<file path="config.mk">
export PLATFORM = sky130hd
export DESIGN_NAME = pipe_hazard_ctrl
export DESIGN_NICKNAME = d
export VERILOG_FILES = /design/src/rtl/pipe_hazard_ctrl.sv
export SDC_FILE = /design/constraint.sdc
export NUM_CORES = 1
export LEC_CHECK = 0
export BUFFER_PORTS_ARGS = -buffer_cell sky130_fd_sc_hd__buf_2
export CAP_MARGIN = 5
export CORE_MARGIN = 2
export CORE_UTILIZATION = 35
export CTS_BUF_LIST = sky130_fd_sc_hd__clkbuf_4 sky130_fd_sc_hd__clkbuf_8
export DETAILED_ROUTE_END_ITERATION = 12
export PLACE_DENSITY_LB_ADDON = 0.12
export RECOVER_POWER = 100
export SYNTH_ARGS = -nofsm -noshare
export SYNTH_HDL_FRONTEND = slang
export SYNTH_SLANG_ARGS = --single-unit
</file>
<file path="constraint.sdc">
create_clock -name clk -period 1.41 [get_ports clk]
set_clock_uncertainty 0.1 [all_clocks]
set_input_delay 0 -clock clk [delete_from_list [all_inputs] [get_ports clk]]
set_output_delay 0 -clock clk [all_outputs]
set_load 0.05 [all_outputs]
</file>
<file path="src/rtl/pipe_hazard_ctrl.sv">
// Hazard sequencer for a 5-stage pipeline: stall/flush/bubble/freeze, EX forwarding selects and wait timeout.
// Optional performance counters are enabled by defining HAZ_PERF_CNT_EN.
module pipe_hazard_ctrl #(
  parameter int LOAD_STALL_CYC = 1,
  parameter int FLUSH_CYC      = 1,
  parameter int MEM_TIMEOUT    = 16,
  parameter int CNT_W          = 16
) (
  input  logic             clk,
  input  logic             rst_n,
  input  logic [4:0]       id_rs,
  input  logic [4:0]       id_rt,
  input  logic             id_uses_rt,
  input  logic [4:0]       ex_rs,
  input  logic [4:0]       ex_rt,
  input  logic             ex_memread,
  input  logic [4:0]       ex_regadd,
  input  logic             mem_regwrite,
  input  logic [4:0]       mem_regadd,
  input  logic             wb_regwrite,
  input  logic [4:0]       wb_regadd,
  input  logic             branch_taken,
  input  logic             dmem_req,
  input  logic             dmem_ready,
  output logic             pc_write,
  output logic             ifid_hold,
  output logic             ifid_flush,
  output logic             idex_bubble,
  output logic             pipe_freeze,
  output logic [1:0]       fwd_a,
  output logic [1:0]       fwd_b,
  output logic             mem_timeout,
  output logic [CNT_W-1:0] stall_cnt,
  output logic [CNT_W-1:0] flush_cnt,
  output logic [CNT_W-1:0] wait_cnt
);

  localparam int REM_MAX = (LOAD_STALL_CYC > FLUSH_CYC) ? LOAD_STALL_CYC : FLUSH_CYC;
  localparam int REM_W   = $clog2(REM_MAX + 1);
  localparam int TMR_W   = $clog2(MEM_TIMEOUT + 1);
  localparam logic [REM_W-1:0] LD_RELOAD = REM_W'(LOAD_STALL_CYC - 1);
  localparam logic [REM_W-1:0] FL_RELOAD = REM_W'(FLUSH_CYC - 1);
  localparam logic [TMR_W-1:0] TMR_MAX   = TMR_W'(MEM_TIMEOUT);

  typedef enum logic [1:0] {RUN, LDUSE, FLUSH} state_t;

  state_t           state_reg, state_next;
  logic [REM_W-1:0] rem_reg, rem_next;
  logic [TMR_W-1:0] wtmr_reg, wtmr_next;
  logic             mem_wait, load_use;

  assign mem_wait = dmem_req && !dmem_ready;
  assign load_use = ex_memread && (ex_regadd != 5'd0) &&
                    ((ex_regadd == id_rs) || (id_uses_rt && (ex_regadd == id_rt)));

  function automatic logic [1:0] fwd_sel(input logic [4:0] src, input logic m_wr,
                                         input logic [4:0] m_ad, input logic w_wr,
                                         input logic [4:0] w_ad);
    if (m_wr && (m_ad != 5'd0) && (m_ad == src))      return 2'b10;
    else if (w_wr && (w_ad != 5'd0) && (w_ad == src)) return 2'b01;
    else                                              return 2'b00;
  endfunction

  assign fwd_a = rst_n ? fwd_sel(ex_rs, mem_regwrite, mem_regadd, wb_regwrite, wb_regadd) : 2'b00;
  assign fwd_b = rst_n ? fwd_sel(ex_rt, mem_regwrite, mem_regadd, wb_regwrite, wb_regadd) : 2'b00;

  always_ff @(posedge clk or negedge rst_n) begin
    if (!rst_n) begin
      state_reg <= RUN;
      rem_reg   <= '0;
      wtmr_reg  <= '0;
    end else begin
      state_reg <= state_next;
      rem_reg   <= rem_next;
      wtmr_reg  <= wtmr_next;
    end
  end

  always_comb begin
    state_next  = state_reg;
    rem_next    = rem_reg;
    pc_write    = 1'b0;
    ifid_hold   = 1'b0;
    ifid_flush  = 1'b0;
    idex_bubble = 1'b0;
    pipe_freeze = 1'b0;
    if (mem_wait) begin
      // Data memory stall freezes everything and masks all other events.
      pipe_freeze = 1'b1;
      ifid_hold   = 1'b1;
    end else begin
      case (state_reg)
        RUN: begin
          if (branch_taken) begin
            pc_write    = 1'b1;
            ifid_flush  = 1'b1;
            idex_bubble = 1'b1;
            if (FLUSH_CYC > 1) begin
              state_next = FLUSH;
              rem_next   = FL_RELOAD;
            end
          end else if (load_use) begin
            ifid_hold   = 1'b1;
            idex_bubble = 1'b1;
            if (LOAD_STALL_CYC > 1) begin
              state_next = LDUSE;
              rem_next   = LD_RELOAD;
            end
          end else begin
            pc_write = 1'b1;
          end
        end
        LDUSE: begin
          ifid_hold   = 1'b1;
          idex_bubble = 1'b1;
          rem_next    = rem_reg - REM_W'(1);
          if (rem_reg == REM_W'(1)) state_next = RUN;
        end
        FLUSH: begin
          pc_write    = 1'b1;
          ifid_flush  = 1'b1;
          idex_bubble = 1'b1;
          if (branch_taken) begin
            rem_next = FL_RELOAD;
          end else begin
            rem_next = rem_reg - REM_W'(1);
            if (rem_reg == REM_W'(1)) state_next = RUN;
          end
        end
        default: state_next = RUN;
      endcase
    end
    if (!rst_n) begin
      pc_write    = 1'b0;
      ifid_hold   = 1'b0;
      ifid_flush  = 1'b1;
      idex_bubble = 1'b1;
      pipe_freeze = 1'b0;
    end
  end

  always_comb begin
    wtmr_next = '0;
    if (mem_wait) wtmr_next = (wtmr_reg == TMR_MAX) ? wtmr_reg : wtmr_reg + TMR_W'(1);
  end

  // Pulse only on the wait cycle that carries the timer onto its ceiling.
  assign mem_timeout = rst_n && mem_wait && (wtmr_reg == TMR_W'(MEM_TIMEOUT - 1));

`ifdef HAZ_PERF_CNT_EN
  logic [CNT_W-1:0] stall_cnt_reg, flush_cnt_reg, wait_cnt_reg;

  always_ff @(posedge clk or negedge rst_n) begin
    if (!rst_n) begin
      stall_cnt_reg <= '0;
      flush_cnt_reg <= '0;
      wait_cnt_reg  <= '0;
    end else begin
      if (ifid_hold && !pipe_freeze && (stall_cnt_reg != '1)) stall_cnt_reg <= stall_cnt_reg + CNT_W'(1);
      if (ifid_flush && (flush_cnt_reg != '1))                flush_cnt_reg <= flush_cnt_reg + CNT_W'(1);
      if (pipe_freeze && (wait_cnt_reg != '1))                wait_cnt_reg  <= wait_cnt_reg + CNT_W'(1);
    end
  end

  assign stall_cnt = stall_cnt_reg;
  assign flush_cnt = flush_cnt_reg;
  assign wait_cnt  = wait_cnt_reg;
`else
  assign stall_cnt = '0;
  assign flush_cnt = '0;
  assign wait_cnt  = '0;
`endif

endmodule

</file>
==> Word level (Yosys, flattened, before mapping) <==
Index checks and enable logic that the tools add are counted.
{ "totals": {"reg_bits": 8, "latch_bits": 0, "ram_bits": 0, "rom_bits": 0, "in_bits": 44, "out_inout_bits": 58, "wordCells": 74, "mem_count": 0} }
{ "op_classes": {"addsub": 2, "mul": 0, "div": 0, "order_cmp": 0, "eq_ne": 12, "shifts": 0, "n_mux": 33, "bitwise": 2, "n_reduce_logical": 22} }
{ "op_table": {"columns": ["cell", "n"], "rows": [
  ["5-bit equality test", 6],
  ["1-bit 2-to-1 mux", 19],
  ["5-bit nonzero test", 3],
  ["1-bit logical AND", 12],
  ["2-bit 2-to-1 mux", 6],
  ["5-bit 2-to-1 mux", 2],
  ["1-bit case mux with 2 select lines", 5],
  ["2-bit case mux with 3 select lines", 1],
  ["5-bit by 1-bit adder with 5-bit output (second input constant)", 1],
  ["5-bit by 4-bit equality test with 1-bit output (second input constant)", 1],
  ["5-bit equality test (second input constant)", 1],
  ["2-bit != test (second input constant)", 2],
  ["3-bit AND reduction", 1],
  ["2-bit by 1-bit equality test with 1-bit output (second input constant)", 1],
  ["2-bit equality test (second input constant)", 1],
  ["2-bit logical NOT", 1],
  ["1-bit NOT", 2],
  ["2-bit AND reduction", 1],
  ["2-bit nonzero test", 1],
  ["2-bit OR reduction", 1],
  ["1-bit logical NOT", 1],
  ["1-bit logical OR", 1],
  ["1-bit subtractor (second input constant)", 1]
]} }

==> Longest topological paths before layout <==
Gate-level depths: netlist (run 1).
{ "logic_depth": {"ltp_word": 9, "depth_mapped": 6} }

==> Worst setup path before layout (run 1) <==
No wires, ideal clock.
{ "synth_timing": {"kind": "input-to-output", "start": "in ex_regadd[3]", "end": "out ifid_hold", "arrival_time_ns": 2.236, "t_required_ns": 1.310, "setup_slack_ns": -0.926, "path_stages": 4, "cell_sequence": "xor2_1 -> nor4_1 -> a32oi_1 -> o41ai_1"} }
{ "synth_between": {"elab_chain_cells": 9, "elab_cells_between_ends": 12, "cone_classes": "2 x eq/ne; 5 x mux; 5 x reduce/logical"} }
{ "synth_lines": {"columns": ["item", "line_no", "source"], "rows": [
  ["start, declared", "17", "input logic [4:0] ex_regadd,"],
  ["5-bit equality test", "54", "((ex_regadd == id_rs) || (id_uses_rt && (ex_regadd == id_rt)));"],
  ["1-bit logical AND", "54", null],
  ["1-bit logical OR", "54", null],
  ["1-bit logical AND *", "53", "assign load_use = ex_memread && (ex_regadd != 5'd0) &&"],
  ["1-bit 2-to-1 mux *", "102", "end else if (load_use) begin"],
  ["1-bit 2-to-1 mux *", "94", "if (branch_taken) begin"],
  ["1-bit case mux with 2 select lines *", "92", "case (state_reg)"],
  ["1-bit 2-to-1 mux *", "87", "if (mem_wait) begin"],
  ["1-bit 2-to-1 mux *", "133", "if (!rst_n) begin"],
  ["end, declared", "26", "output logic ifid_hold,"]
]} }
Every way passes the cells marked *; elsewhere a longest branch is shown, timed or not.

==> Final worst setup path (run 1) <==
{ "layout_timing": {"start": "reg wtmr_reg[0]", "end": "out mem_timeout"} }
{ "layout_between": {"elab_chain_cells": 2} }
{ "layout_lines": {"columns": ["item", "line_no", "source"], "rows": [
  ["start, declared", "49", "logic [TMR_W-1:0] wtmr_reg, wtmr_next;"],
  ["start signal, assigned", "75", "wtmr_reg <= wtmr_next;"],
  ["5-bit by 4-bit equality test with 1-bit output", "148", "assign mem_timeout = rst_n && mem_wait && (wtmr_reg == TMR_W'(MEM_TIMEOUT - 1));"],
  ["1-bit logical AND", "148", null],
  ["end, declared", "32", "output logic mem_timeout,"]
]} }
No other way between the ends.

==> results.sh, run 1 <==
export IMPL_rows=20
export IMPL_status="finished, violations left"
export IMPL_ios=102
export IMPL_regToRegStartpoint="wtmr_reg[0]"
export IMPL_yosys_warnings=0
export IMPL_critPathCaptureType="primary output"
export IMPL_grt_pass1_wl_mm=4.04
export IMPL_areaGrowthSynthToFinish_pct=52.7
export IMPL_synthCells=136
export IMPL_via_per_inst=4.09
export IMPL_reg2reg_slack_ns=-0.10
export IMPL_critPathKind="register to primary output"
export IMPL_endpoint="mem_timeout"
export IMPL_drtIter0Drc=34
export IMPL_initial_utilization_pct=36.2
export IMPL_critPathMaxFanout=2
export IMPL_grt_pass1_vias=917
export IMPL_fin_crit_ns=1.55
export IMPL_pre_cts_ws_ns=-0.172
export IMPL_cts_buffers=3
export IMPL_routed_via_count=1044
export IMPL_grt_ovfl_total=0
export IMPL_ys_ff_latch=5
export IMPL_slew_viol_final=0
export IMPL_finalHoldWorstSlack_ns=0.0788
export IMPL_drcViolationCount=0
export IMPL_power_per_cell_area_nw_per_um2=577
export IMPL_nNetsFinal=259
export IMPL_cp_startpoint="wtmr_reg[0]"
export IMPL_min_path_type="primary input to register"
export IMPL_critPathLaunchType="register"
export IMPL_synth_seq_area_share_pct=11.4
export IMPL_gp_congestion=0.831
export IMPL_fin_util_pct=55.3
export IMPL_clkTransAtPathRegs_ns=0.04
export IMPL_drive_above_1_share_pct=46.4
export IMPL_rr_worst_depth=7
export IMPL_die_y_um=60.0
export IMPL_largest_register_ffs=5
export IMPL_clock_sinks=5
export IMPL_crit_arrival_ns=1.45
export IMPL_violations="negative setup slack"
export IMPL_hold_viol_final=0
export IMPL_p_leak_nw=0.828
export IMPL_wl_per_cell_um=10.9
export IMPL_htreeDepth=1
export IMPL_layout_commonest_cell="conb_1"
export IMPL_stdcell_count=255
export IMPL_final_cell_mix="conb_1 (48), buf_2 (36), xor2_1 (23)"
export IMPL_dp_cells=245
export IMPL_wirelength_mm=2.79
export IMPL_finalWorstSetupSlack_ns=-0.145
export IMPL_antenna_diode_count=0
export IMPL_slew_headroom_pct=59.4
export IMPL_clockBufferDepth=2
export IMPL_finalSetupViolCount=7
export IMPL_worst_pin_slew_ns=0.612
export IMPL_core_area_sq_um=3030
export IMPL_tritoncts="built"
export IMPL_min_period_over_period_pct=110
export IMPL_dp_hpwl_mm=2.24
export IMPL_ant_nets=0
export IMPL_synth_area_sq_um=1100
export IMPL_antenna_found_initial=0
export IMPL_fmaxAchievable_mhz=643
export IMPL_cp_required_ns=1.31
export IMPL_die_area_sq_um=3600
export IMPL_rsz0062_at_grt="true"
export IMPL_peakVddDrop_mv=0.518
export IMPL_maxCapViolCount=0
export IMPL_io_buffers=53
export IMPL_fp_dieW_um=60.0
export IMPL_synth_cell_types=28
export IMPL_clock_latency_ns=0.24
export IMPL_syn_avg_cell_area_sq_um=8.07
export IMPL_clock_root_buffer="clkbuf_4"
export IMPL_grt_max_degree=10
export IMPL_reg2reg_to="wtmr_reg[1]"
export IMPL_grt_total_usage_pct=14.9
export IMPL_firstDrtPassIters=4
## stage by stage
step	total power, mW	setup TNS, ns	cell area [sq um]
CTS	0.962	-0.284	1650
detailed placement	0.726	-0.819	1400
global placement	0.721	-0.597	1400
finish	0.967	-0.435	1680
floorplan	0.687	-0.215	1350
global route	1.02	-1.05	1680
## layout make-up
| cell class | count | area, sq um |
|---|---|---|
| Inverter | 6 | 22.5 |
| Timing Repair Buffer | 73 | 507 |
| Tap cell | 44 | 55.1 |
| Multi-Input combinational cell | 123 | 936 |
| Clock buffer | 4 | 30.0 |
| Fill cell | 280 | 1350 |
| Sequential cell | 5 | 125 |
## critical path: stages (launching register included)
cell and delay, ns:
dfrtp_1 0.39, ha_2 0.19, and3_4 0.18, ha_4 0.15, and3_4 0.17, buf_8 0.14
## metal layers
| metal | wire (um) | global-route usage [%] | up-vias |
|---|---|---|---|
| met2 | 1490 | 28.0 | 64 |
| met5 | 0 | 0 | - |
| li1 | - | - | 504 |
| met3 | 226 | 3.68 | 4 |
| met1 | 1060 | 17.3 | 472 |
| met4 | 21 | 1.90 | 0 |
## timing repair
item                                   4_1_cts  5_1_grt
endpoints found under the hold margin        5        0
gates resized for setup                     42       10
pin swaps                                   10        8
buffers inserted                             4        1
setup endpoints to repair                   10       11
hold buffers                                 1        0
## cells in the mapped netlist
cell type	count	share of area, %
buf_4	48	33
xor2_1	24	19
nor2_1	4	1.4
o311a_1	1	0.91
conb_1	1	0.34
dfrtp_1	5	11
nor4_1	3	1.7
o211ai_1	1	0.68
and3_1	2	1.1
and2_2	2	1.4
nand2_1	4	1.4
ha_1	3	3.4
or4_1	5	3.4
inv_1	6	2.1
nor3_1	3	1.4
nor2b_1	1	0.57
o41ai_1	1	0.80
nand2b_1	1	0.57
mux2i_1	1	0.91
xnor2_1	9	7.2
a21oi_1	1	0.46
clkbuf_2	1	0.46
o311ai_1	1	0.80
nand3_1	3	1.4
a32oi_1	1	0.80
o21ai_1	1	0.46
o21ai_2	1	0.80
nor4_2	2	2.3
## where the power goes
group | switching [mW] | leakage, nW | internal [mW]
combinational | 0.466 | 0.740 | 0.169
clock | 0.0568 | 0.0184 | 0.126
sequential | 0.00224 | 0.0688 | 0.147
## worst min path at each step
stage,from,to,depth (start not counted)
floorplan,rst_n,wtmr_reg[0],0
global placement,rst_n,wtmr_reg[1],2
detailed placement,rst_n,wtmr_reg[0],2
CTS,dmem_req,wtmr_reg[1],3
global route,dmem_req,wtmr_reg[4],3
finish,dmem_req,wtmr_reg[4],3
## cells by family (layout without fill, tap and decap cells)
family | count (synthesis) | count (layout) | synth area share (%)
adder cells (fa/ha/maj) | 3 | 3 | 3.42
XOR/XNOR | 33 | 33 | 26.3
AO/OA/AOI/OAI | 8 | 8 | 5.70
multiplexers | 1 | 1 | 0.912
other | 1 | 48 | 0.342
flip-flops | 5 | 5 | 11.4
buffers and inverters | 55 | 83 | 35.3
AND/OR/NAND/NOR | 30 | 30 | 16.5
Note: power is estimated with default switching activity, not from simulation.
==> run 2, diff against run 1 <==
Settings changed: REMOVE_ABC_BUFFERS set to 1.
==> run 2 against run 1 <==
- the flow still finishes with violations (negative setup slack)
- sequential power about the same
- critical path depth is the same
- routed wire length shrank 5.6%
- flip-flop and latch count is the same
- register-to-register slack worse by 0.02 ns
- cell area fell by 2.5%
- maximum frequency decreased by 3.3%
- global-route usage down 0.28 points
- combinational power down 4.3%
- total power is 2.8% lower
- largest power group unchanged
==> results.sh, run 2 (same netlist as run 1, synthesis figures left out) <==
export IMPL_clock_root_buffer="clkbuf_4"
export IMPL_ant_nets=0
export IMPL_worst_pin_slew_ns=0.602
export IMPL_rr_worst_depth=7
export IMPL_nNetsFinal=263
export IMPL_areaGrowthSynthToFinish_pct=48.8
export IMPL_reg2reg_to="wtmr_reg[1]"
export IMPL_maxCapViolCount=0
export IMPL_min_from="dmem_req"
export IMPL_critPathMaxFanout=3
export IMPL_via_per_inst=4.06
export IMPL_die_area_sq_um=3600
export IMPL_regToRegStartpoint="wtmr_reg[1]"
export IMPL_dp_hpwl_mm=2.10
export IMPL_power_per_cell_area_nw_per_um2=575
export IMPL_wl_per_cell_um=10.2
export IMPL_ios=102
export IMPL_clkTransAtPathRegs_ns=0.05
export IMPL_antenna_found_initial=0
export IMPL_hold_end="wtmr_reg[0]"
export IMPL_wirelength_mm=2.63
export IMPL_grt_ovfl_total=0
export IMPL_rows=20
export IMPL_slew_headroom_pct=60.0
export IMPL_finalWorstSetupSlack_ns=-0.198
export IMPL_critPathLaunchType="register"
export IMPL_fp_dieW_um=60.0
export IMPL_crit_arrival_ns=1.51
export IMPL_slew_viol_final=0
export IMPL_cp_required_ns=1.31
export IMPL_tritoncts="built"
export IMPL_grt_pass1_vias=990
export IMPL_rsz0062_at_grt="true"
export IMPL_final_cell_mix="conb_1 (48), buf_2 (36), xor2_1 (24), buf_4 (24), buf_6 (11)"
export IMPL_critPathCaptureType="primary output"
export IMPL_grt_max_degree=10
export IMPL_finalSetupViolCount=7
export IMPL_peakVddDrop_mv=0.283
export IMPL_drtIter0Drc=14
export IMPL_clock_latency_ns=0.24
export IMPL_violations="negative setup slack"
export IMPL_layout_commonest_cell="conb_1"
export IMPL_pre_cts_ws_ns=-0.157
export IMPL_drive_above_1_share_pct=45.6
export IMPL_htreeDepth=1
export IMPL_grt_pass1_wl_mm=3.96
export IMPL_min_path_type="primary input to register"
export IMPL_critPathKind="register to primary output"
export IMPL_hold_viol_final=0
export IMPL_drcViolationCount=0
export IMPL_grt_total_usage_pct=14.6
export IMPL_min_period_over_period_pct=114
export IMPL_die_y_um=60.0
export IMPL_clock_sinks=5
export IMPL_routed_via_count=1051
export IMPL_firstDrtPassIters=4
export IMPL_gp_congestion=0.806
export IMPL_antenna_diode_count=0
export IMPL_hold_path_depth=3
export IMPL_largest_register_ffs=5
export IMPL_clockBufferDepth=2
export IMPL_dp_cells=243
export IMPL_cts_buffers=3
export IMPL_status="finished, violations left"
export IMPL_reg2reg_slack_ns=-0.12
export IMPL_fmaxAchievable_mhz=622
export IMPL_fin_crit_ns=1.61
export IMPL_core_area_sq_um=3030
export IMPL_initial_utilization_pct=36.2
export IMPL_p_leak_nw=0.829
export IMPL_io_buffers=53
export IMPL_stdcell_count=259
==> run 2: report_power, final <==
part	switching [mW]	internal [mW]	leakage (nW)
Sequential	0.00325	0.147	0.0688
Clock	0.0557	0.126	0.0184
Combinational	0.442	0.166	0.742
==> run 2: final cells by class <==
type / instances / area [sq um]
fillers: 281 / 1400
multi-input cells: 123 / 865
repair buffers: 77 / 536
flip-flops and latches: 5 / 125
well taps: 44 / 55.1
clock buffers: 4 / 30.0
inverters: 6 / 22.5
==> run 2: metal layers <==
layer | track usage [%] | vias up | routed length (um)
li1 | - | 515 | -
met1 | 15.9 | 453 | 982
met2 | 27.5 | 77 | 1380
met3 | 2.16 | 6 | 215
met4 | 6.67 | 0 | 52
met5 | 0 | - | 0
==> run 2: how the worst max path moves through the flow <==
| stage | start | to | slack, ns | depth (start not counted) |
|---|---|---|---|---|
| 4_1_cts | wtmr_reg[1] | mem_timeout | -0.18 | 5 |
| 3_5_place_dp | mem_regadd[1] | fwd_a[0] | -0.16 | 6 |
| 5_1_grt | wtmr_reg[1] | mem_timeout | -0.25 | 5 |
| 3_3_place_gp | ex_regadd[3] | ifid_hold | -0.11 | 6 |
| 2_1_floorplan | ex_regadd[3] | ifid_hold | -0.93 | 4 |
| 6_report | wtmr_reg[0] | mem_timeout | -0.20 | 5 |
==> run 2: critical path: stages, from the launching register on <==
cell and delay (ns):
dfrtp_1 0.41, ha_2 0.22, and3_4 0.19, ha_4 0.15, and3_4 0.16, buf_8 0.14
==> run 2: per-stage QoR <==
step	power (mW)	setup TNS, ns	hold WS [ns]	cell area, sq um	utilization [%]
final	0.940	-0.575	0.112	1630	53.9
after global routing	0.998	-1.25	0.148	1630	53.9
after CTS	0.931	-0.572	0.108	1560	51.6
after detailed placement	0.697	-0.724	-0.141	1320	43.6
after global placement	0.692	-0.592	-0.146	1320	43.6
after floorplan	0.556	-2.36	-0.396	908	-
==> run 2: repair_timing <==
| item | 4_1_cts | 5_1_grt |
|---|---|---|
| setup endpoints to repair | 11 | 12 |
| endpoints found under the hold margin | 5 | 0 |
| gates cloned | 0 | 0 |
| pin swaps | 8 | 7 |
| hold buffers | 1 | 0 |
| resized for setup | 32 | 15 |
| buffers inserted | 9 | 2 |
==> run 3, diff against run 2 <==
Settings changed: CORE_UTILIZATION 35 to 34, CTS_BUF_LIST sky130_fd_sc_hd__clkbuf_4 sky130_fd_sc_hd__clkbuf_8 to not set.
==> run 3 against run 2 <==
- highest routed layer unchanged
- the run still ends with negative setup slack left
- sequential power is essentially flat
- total power is 1.8% lower
- critical path depth is the same
- flip-flop and latch count stayed put
- routed wire length grew 6.3%
- first-iteration DRC count rose to 2.8 times the previous value
- cell area decreased by 3.4%
==> results.sh, run 3 (same netlist as run 1, synthesis figures left out) <==
export IMPL_grtUsageMet2_pct=27.3
export IMPL_areaGrowthSynthToFinish_pct=43.7
export IMPL_critPathMaxFanout=2
export IMPL_grt_pass1_vias=945
export IMPL_pre_cts_ws_ns=-0.152
export IMPL_die_area_sq_um=3700
export IMPL_core_area_sq_um=3050
export IMPL_worst_pin_slew_ns=0.590
export IMPL_drive_above_1_share_pct=44.1
export IMPL_p_leak_nw=0.797
export IMPL_htreeDepth=1
export IMPL_clockBufferDepth=2
export IMPL_wl_per_cell_um=10.9
export IMPL_pwr_share_clk_pct=19.2
export IMPL_clock_sinks=5
export IMPL_finalWorstSetupSlack_ns=-0.170
export IMPL_fp_dieW_um=60.8
export IMPL_die_y_um=60.8
export IMPL_grt_util_met1_pct=14.0
export IMPL_slew_viol_final=0
export IMPL_p_sw_mw=0.514
export IMPL_wirelength_mm=2.80
export IMPL_tritoncts="built"
export IMPL_p_int_mw=0.409
export IMPL_largest_register_ffs=5
export IMPL_grt_ovfl_total=0
export IMPL_fin_crit_ns=1.58
export IMPL_antenna_found_initial=0
export IMPL_crit_arrival_ns=1.48
export IMPL_cp_required_ns=1.31
export IMPL_seqPwrFrac_pct=16.2
export IMPL_min_path_type="primary input to register"
export IMPL_power_mw=0.923
export IMPL_grt_util_met3_pct=2.35
export IMPL_gp_congestion=0.844
export IMPL_clock_latency_ns=0.25
export IMPL_clkTransAtPathRegs_ns=0.05
export IMPL_initial_utilization_pct=35.9
export IMPL_antenna_diode_count=0
export IMPL_critPathKind="register to primary output"
export IMPL_violations="negative setup slack"
export IMPL_grt_pass1_wl_mm=3.83
export IMPL_maxCapViolCount=0
export IMPL_final_cell_mix="conb_1 (48), buf_2 (38), xor2_1 (24)"
export IMPL_min_period_over_period_pct=112
export IMPL_critPathCaptureType="primary output"
export IMPL_cts_buffers=3
export IMPL_stdcell_count=257
export IMPL_critPathLaunchType="register"
export IMPL_ios=102
export IMPL_clock_root_buffer="clkbuf_4"
export IMPL_nNetsFinal=261
export IMPL_dp_cells=245
export IMPL_dp_hpwl_mm=2.17
export IMPL_status="finished, violations left"
export IMPL_slew_headroom_pct=60.8
export IMPL_drtIter0Drc=39
export IMPL_grt_total_usage_pct=13.8
export IMPL_io_buffers=53
export IMPL_switching_share_pct=55.7
export IMPL_drcViolationCount=0
export IMPL_p_comb_share_pct=64.7
export IMPL_rsz0062_at_grt="true"
export IMPL_power_per_cell_area_nw_per_um2=585
export IMPL_hold_viol_final=0
export IMPL_via_per_inst=4.15
export IMPL_firstDrtPassIters=4
export IMPL_ant_nets=0
export IMPL_grt_busiest_layer="met2"
export IMPL_peakVddDrop_mv=0.326
export IMPL_fillCellCount=333
export IMPL_fmaxAchievable_mhz=633
export IMPL_routed_via_count=1067
export IMPL_rows=20
export IMPL_grt_max_degree=10
export IMPL_layout_commonest_cell="conb_1"
export IMPL_finalSetupViolCount=7
## run 3: per-stage QoR
| step | cell area [sq um] | TNS (ns) | util (%) | hold slack (ns) |
|---|---|---|---|---|
| after global routing | 1580 | -1.18 | 51.6 | 0.123 |
| after detailed placement | 1330 | -0.539 | 43.7 | -0.139 |
| final | 1580 | -0.633 | 51.6 | 0.105 |
| after global placement | 1330 | -0.384 | 43.7 | -0.142 |
| after floorplan | 908 | -2.36 | - | -0.396 |
| after CTS | 1480 | -0.478 | 48.6 | 0.0964 |
## run 3: area by class of cell
| cell class | instances | area (sq um) | area share [%] |
|---|---|---|---|
| flip-flops and latches | 5 | 125 | 7.94 |
| multi-input cells | 123 | 842 | 53.4 |
| clock buffers | 4 | 26.3 | 1.67 |
| inverters | 6 | 27.5 | 1.75 |
| repair buffers | 75 | 500 | 31.7 |
| well taps | 44 | 55.1 | 3.49 |
## run 3: worst paths after layout
path	from	to	slack (ns)	cells after the start
max reg2reg	wtmr_reg[1]	wtmr_reg[1]	-0.11	8
min	dmem_req	wtmr_reg[4]	0.10	3
max in group asynchronous	rst_n	wtmr_reg[3]	0.46	3
max	wtmr_reg[0]	mem_timeout	-0.17	5
min reg2reg	wtmr_reg[3]	wtmr_reg[3]	0.50	2
min in group asynchronous	rst_n	wtmr_reg[4]	0.52	3
## run 3: power by group through the flow
stage          clock, mW  combinational (mW)  sequential (mW)
2_1_floorplan          0               0.405            0.151
3_3_place_gp           0               0.547            0.151
3_5_place_dp           0               0.553            0.151
4_1_cts            0.179               0.578            0.148
5_1_grt            0.189               0.635            0.149
6_report           0.177               0.597            0.149
## run 3: what timing repair did
item | 4_1_cts | 5_1_grt
pin swaps | 8 | 11
hold endpoints to repair | 5 | 0
setup buffers | 3 | 4
cloned | 0 | 0
hold buffers | 1 | 0
resized for setup | 23 | 21
setup endpoints to repair | 8 | 12
## run 3: critical path: stages, from the launching register on
cell and delay, ns:
dfrtp_1 0.40, ha_2 0.20, and3_4 0.18, ha_4 0.15, and3_4 0.16, buf_8 0.14
## run 3: layer usage
layer | share of wire (%) | vias to the layer above
met4 | 0.89 | 0
met5 | 0 | -
met2 | 53 | 62
li1 | - | 509
met3 | 11 | 4
met1 | 36 | 492
